==> config.mk <==
export PLATFORM = sky130hd
export DESIGN_NAME = regfile_wb_arbiter
export DESIGN_NICKNAME = d
export VERILOG_FILES = /design/src/rtl/rf_wb_pkg.sv /design/src/rtl/rr_arbiter_2.sv /design/src/rtl/regfile_wb_arbiter.sv
export SDC_FILE = /design/constraint.sdc
export NUM_CORES = 1
export LEC_CHECK = 0
export ABC_AREA = 1
export BUFFER_PORTS_ARGS = -buffer_cell sky130_fd_sc_hd__buf_2
export CORE_MARGIN = 5
export CORE_UTILIZATION = 35
export CTS_CLUSTER_SIZE = 16
export DETAILED_ROUTE_END_ITERATION = 8
export SYNTH_ARGS = -nofsm -noshare
export SYNTH_HDL_FRONTEND = slang
export SYNTH_SLANG_ARGS = --single-unit
==> constraint.sdc <==
create_clock -name clk -period 2.73 [get_ports clk]
set_clock_uncertainty 0.1 [all_clocks]
set_input_delay 0.546 -clock clk [delete_from_list [all_inputs] [get_ports clk]]
set_output_delay 0.546 -clock clk [all_outputs]
set_load 0.005 [all_outputs]
==> src/rtl/rf_wb_pkg.sv <==
// Shared sizes and priority-state encoding for the register-file writeback path.
package rf_wb_pkg;
  localparam int REG_IDX_W = 4;
  localparam int DATA_W    = 32;
  localparam int NUM_REGS  = 16;

  typedef enum logic {
    PRIO_A = 1'b0,
    PRIO_B = 1'b1
  } prio_state_t;
endpackage

==> src/rtl/rr_arbiter_2.sv <==
// Two-requester arbiter: combinational grants, registered priority state.
module rr_arbiter_2
  import rf_wb_pkg::*;
#(
  parameter bit RR_ENABLE = 1'b1
) (
  input  logic clk,
  input  logic reset,
  input  logic enable,
  input  logic req_a,
  input  logic req_b,
  output logic gnt_a,
  output logic gnt_b
);

  prio_state_t state;

  // Grants are masked by reset so no handshake can be seen while reset is held.
  always_comb begin
    gnt_a = enable && !reset && req_a && (!req_b || (state == PRIO_A));
    gnt_b = enable && !reset && req_b && (!req_a || (state == PRIO_B));
  end

  always_ff @(posedge clk or posedge reset) begin
    if (reset) begin
      state <= PRIO_A;
    end else if (!RR_ENABLE) begin
      state <= PRIO_A;
    end else if (gnt_a) begin
      state <= PRIO_B;
    end else if (gnt_b) begin
      state <= PRIO_A;
    end
  end

endmodule

==> src/rtl/regfile_wb_arbiter.sv <==
// Writeback arbiter between ALU and load results, with a pending-write scoreboard.
module regfile_wb_arbiter
  import rf_wb_pkg::*;
#(
  parameter bit RR_ENABLE = 1'b1
) (
  input  logic                 clk,
  input  logic                 reset,
  input  logic                 wb_enable,
  input  logic                 a_valid,
  output logic                 a_ready,
  input  logic [REG_IDX_W-1:0] a_dest,
  input  logic [DATA_W-1:0]    a_data,
  input  logic                 b_valid,
  output logic                 b_ready,
  input  logic [REG_IDX_W-1:0] b_dest,
  input  logic [DATA_W-1:0]    b_data,
  input  logic                 issue_valid,
  input  logic [REG_IDX_W-1:0] issue_dest,
  output logic [DATA_W-1:0]    rf_port_c,
  output logic [REG_IDX_W-1:0] rf_dest,
  output logic                 rf_load_enable,
  output logic [NUM_REGS-1:0]  busy
);

  localparam logic [NUM_REGS-1:0] IDX_ONE = NUM_REGS'(1);

  logic                 wr_vld_p0;
  logic [REG_IDX_W-1:0] wr_dest_p0;
  logic [DATA_W-1:0]    wr_data_p0;
  logic [NUM_REGS-1:0]  clr_mask_p0;
  logic [NUM_REGS-1:0]  set_mask_p0;

  rr_arbiter_2 #(
    .RR_ENABLE (RR_ENABLE)
  ) u_arb (
    .clk    (clk),
    .reset  (reset),
    .enable (wb_enable),
    .req_a  (a_valid),
    .req_b  (b_valid),
    .gnt_a  (a_ready),
    .gnt_b  (b_ready)
  );

  // Stage p0: select the granted write and build scoreboard masks.
  always_comb begin
    wr_vld_p0   = a_ready || b_ready;
    wr_dest_p0  = a_dest;
    wr_data_p0  = a_data;
    if (b_ready) begin
      wr_dest_p0 = b_dest;
      wr_data_p0 = b_data;
    end
    clr_mask_p0 = '0;
    if (wr_vld_p0) clr_mask_p0 = IDX_ONE << wr_dest_p0;
    set_mask_p0 = '0;
    if (issue_valid) set_mask_p0 = IDX_ONE << issue_dest;
  end

  // Stage p1: register-file write port and scoreboard; set is applied after clear so it wins.
  always_ff @(posedge clk or posedge reset) begin
    if (reset) begin
      rf_load_enable <= 1'b0;
      rf_port_c      <= '0;
      rf_dest        <= '0;
      busy           <= '0;
    end else begin
      rf_load_enable <= wr_vld_p0;
      if (wr_vld_p0) begin
        rf_port_c <= wr_data_p0;
        rf_dest   <= wr_dest_p0;
      end
      busy <= (busy & ~clr_mask_p0) | set_mask_p0;
    end
  end

endmodule

Word-level counts from Yosys, hierarchy flattened:

Cells that the tools add are included.
Widths: inputs -> output; s select.

* output and inout bits: 55
* flip-flop bits (word level): 54
* input bits: 82
* logic and storage cells: 29

* shifts and indexed selects: 2
* bitwise operators: 4
* reductions and logical operators: 12
* mux-type cells: 6

Operator list (number)
* $mux 16: 2
* $mux 32: 1
* $shl 1x4->16 const A: 2
* $and 16x16->16: 1
* $not 16->16: 1
* $or 16x16->16: 1
* $logic_and 1x1->1: 5
* $mux 4: 1
* $logic_not 1->1: 3
* $logic_or 1x1->1: 3
* $mux 1: 2
* $reduce_bool 2->1: 1
* $not 1->1: 1

Longest topological paths before layout:

* depth in word-level cells: 10
* depth in mapped cells: 10

Cells and area by module:

A second synthesis with hierarchy kept.

* cells, all modules: 333
* area total of the unflattened synthesis: 2715.1 sq um

By module, submodules not included
* regfile_wb_arbiter: times used 1, cells each 323, sequential area each 1326.3 sq um, area each 2642.5 sq um
* rr_arbiter_2: times used 1, cells each 10, sequential area each 25.0 sq um, area each 72.6 sq um

Least setup slack after synthesis:

No wires, ideal clock.

* kind: in2out
* start point: in reset
* end point: out b_ready
* stages: 5
* setup slack: 0.173 ns
* arrival time: 1.911 ns
* cells stage by stage: inv_2 nand3_1 nor2_4 buf_6 buf_4

* word-level cells in the longest chain between the ends: 4

Ends and longest elaborated chain
* start, declared: line regfile_wb_arbiter.sv:8 `input logic reset,`
* $logic_not 1->1: line rr_arbiter_2.sv:21 `gnt_b = enable && !reset && req_b && (!req_a || (state == PRIO_B));`
* $logic_and 1x1->1 (3 in series): line rr_arbiter_2.sv:21
* end, declared: line regfile_wb_arbiter.sv:15 `output logic b_ready,`

No other way between the ends.

Worst setup path in the final report:

Same ends and word-level chain as after synthesis.

==> summary.md <==
| Metric | Value |
|---|---|
| Clock H-tree levels | 2 |
| LEAKAGE | 0.00189 uW |
| Drt initial violations | 120 |
| Min cycle time layout | 1880 ps |
| Routed wl met3 | 740 um |
| Biggest area contributors in the synthesized netlist | sky130_fd_sc_hd__dfrtp_1 (50%), sky130_fd_sc_hd__nand2_1 (14%), sky130_fd_sc_hd__a21oi_1 (5.9%) |
| Post-synthesis area per instance | 8.08 um^2 |
| Via count normalized by instance count | 4.75 |
| Count of pins on the block boundary | 137 |
| Setup Total Neg Slack | 0 ps |
| Initial core utilization | 35.4% |
| Launching element type of the critical path | input port |
| Number of instances resized during post-cts repair | 0 |
| Area taken by multi-input logic gates | 1180 um^2 |
| IR Drop Worst-Case VDD | 0.000337 V |
| Routed length on met1 | 3370 um |
| Achievable frequency | 0.532 GHz |
| Biggest area consumer among synthesized cells | sky130_fd_sc_hd__dfrtp_1 |
| Clock Sinks | 54 |
| Library cells used by synthesis | 22 |
| Flip-flop and latch count after synthesis | 54 |
| First-pass GRT wire length | 12600 um |
| Routability congestion estimate from global placement | 0.806 |
| Total grt overflow | 0 |
| Routed length on met2 | 3590 um |
| WP data required | 2080 ps |
| Synth top cells by count | sky130_fd_sc_hd__nand2_1 (99), sky130_fd_sc_hd__dfrtp_1 (54), sky130_fd_sc_hd__nor2_1 (36) |
| Max layer used | met4 |
| Power density normalized to cell area | 667 nW/um^2 |
| Syn_nets | 417 |
| Width of the die | 98.0 um |
| Clock slew seen by the registers of the worst setup and hold paths | 100 ps |
| Number of flops mapped to enable cells by yosys | 0 |
| WP data arrival | 1230 ps |
| Drt drc | 0 |
| Vias in the first global route | 2579 |
| Final hold slack | 363 ps |
| Number of hold violations in the final report | 0 |
| CTS Buffer Depth | 2 |
| Reg-to-reg slack, setup | 1120 ps |
| Number of vias after detailed routing | 2719 |
| Most used cell along the critical path | sky130_fd_sc_hd__buf_2 |
| Critical R2R Launch | u_arb.state$_DFFE_PP0P_ |
| Run status | finished, final reports clean |
| Period utilisation layout | 68.9% |
| WL/cell | 13.6 um |
| Synthesized instance count | 335 |
| Longest individual stage delay on the worst path | 230 ps |
| Reg-to-reg critical path endpoint | rf_dest[3]$_DFFE_PP0P_ |
| Antenna fix cells | 0 |
| CP max-delay cell | sky130_fd_sc_hd__nor2_4 |
| Synthesized area | 2710 um^2 |
| Maximum fanout along the worst path | 9 |
| Total Routing Usage GR | 15.9% |
| Largest net degree at the start of global routing | 55 |
| Cts bufs inserted | 5 |
| Y dimension of the die | 98.0 um |
| Worst slew slack as a fraction of its limit | 53.5% |
| Share of post-route cells with drive strength above 1 | 38.1% |
| Depth of the most critical reg-to-reg path | 7 |
| Area Growth Syn to Fin | 32.7% |
| Slew at the pin closest to its max-slew limit | 697 ps |
| Primary flip-flop cell chosen by synthesis mapping | sky130_fd_sc_hd__dfrtp_1 |
| Initial antenna violation count | 0 |
| DP Wirelength | 5900 um |
| Sequential area share after synthesis | 49.9% |
| Number of maximum-capacitance constraint violations | 0 |
| List of cells traversed by the critical path | buf_2 > inv_2 > nand3_1 > nor2_4 > buf_2 |
| Full die area | 9600 um^2 |
| Total iterations of the first detailed-routing run | 4 |
| Later-pin clock latency in the skew report | 300 ps |
| RSZ-0062 raised after global routing | false |
| Most common cell in the netlist | sky130_fd_sc_hd__nand2_1 |
| Crit end category | output port |
| Type of the worst setup path | in2out |
| Wirelength, routed | 7770 um |
| Yosys top cell area share | 49.9% |
| Number of rows in the core area | 32 |
| Number of failing setup endpoints in the final timing report | 0 |
| Number of filler instances in the final layout | 769 |
| Number of nets still failing antenna checks after routing | 0 |
| Count of yosys warnings during synthesis | 0 |
| Clock tree from TritonCTS | done |
| Setup Buffers After CTS | 0 |
| Root Buffer | sky130_fd_sc_hd__clkbuf_8 |
| Count of buffers from port buffering | 136 |
| Area inside the core boundary | 7650 um^2 |
| Hold Path Class | in2async |
| Reg area | 1350 um^2 |
| Count of hold buffers inserted by post-cts repair | 0 |
| Final Slew Violations | 0 |
| Async set-or-reset flop fraction in the synthesized netlist | 100% |
| Final-stage net count | 551 |
[report_power, final]
part           switching (uW)  total, uW  internal, uW
logic                     354        656           302
registers                 104       1100          1000
clock network             268        636           368
total                     726       2400          1670
[per-stage QoR]
step	total power, uW	cell area [um^2]	setup slack [ps]	cells	util, %
finish	2400	3590	849	572	47.0
global route	2570	3590	783	572	47.0
CTS	2440	3590	849	572	47.0
detailed placement	1790	3460	839	564	45.2
global placement	1780	3460	864	564	45.2
floorplan	1440	2710	173	335	-
[layout make-up]
type / count / area share [%]
Sequential cell: 54 / 37.6
Multi-Input combinational cell: 247 / 32.8
Timing Repair Buffer: 142 / 20.2
Tap cell: 102 / 3.55
Inverter: 19 / 1.98
Clock buffer: 5 / 1.92
Clock inverter: 3 / 1.92
[flip-flops by register name (all words and copies together), names as in the netlist]
name,count
busy,16
rf_dest,4
rf_load_enable,1
rf_port_c,32
u_arb.state,1
[cell usage in the layout (no fill, tap or decap)]
master	n
sky130_fd_sc_hd__clkbuf_8	5
sky130_fd_sc_hd__clkinv_4	1
sky130_fd_sc_hd__nand2_2	4
sky130_fd_sc_hd__nor3_1	8
sky130_fd_sc_hd__o21ai_2	10
sky130_fd_sc_hd__o21ai_0	7
sky130_fd_sc_hd__buf_4	6
sky130_fd_sc_hd__o21ai_1	18
sky130_fd_sc_hd__o21ai_4	1
sky130_fd_sc_hd__nor2_4	6
sky130_fd_sc_hd__nand4_1	2
sky130_fd_sc_hd__o22ai_1	1
sky130_fd_sc_hd__dfrtp_1	54
sky130_fd_sc_hd__inv_2	3
sky130_fd_sc_hd__buf_2	136
sky130_fd_sc_hd__nand3_1	18
sky130_fd_sc_hd__bufinv_16	2
sky130_fd_sc_hd__nor2_1	36
sky130_fd_sc_hd__inv_1	16
sky130_fd_sc_hd__a21oi_1	32
sky130_fd_sc_hd__nand3_4	1
sky130_fd_sc_hd__nand2_1	99
sky130_fd_sc_hd__nor2_2	4
[cell families after synthesis]
group / synth area share (%)
AND/OR/NAND/NOR: 29.0
AO/OA/AOI/OAI: 14.6
flip-flops: 49.9
buffers and inverters: 6.52
[metal layers]
layer  GRT usage (%)  up-vias
li1                -     1348
met1            20.5     1233
met2            25.5      130
met3            5.71        8
met4            3.94        0
met5               0        -
[worst max path at each step]
stage / from / to / cells after the start
2_1_floorplan: reset / b_ready / 5
4_1_cts: reset / b_ready / 5
6_report: reset / b_ready / 5
3_3_place_gp: reset / b_ready / 5
5_1_grt: b_valid / b_ready / 4
3_5_place_dp: a_valid / rf_dest[3]$_DFFE_PP0P_ / 9
[worst max-delay path, delay by kind of cell]
family | cells | cell delay, ps
buffers and inverters | 3 | 360
and+or+nand+nor | 2 | 330
(Power assumes the default switching activity.)
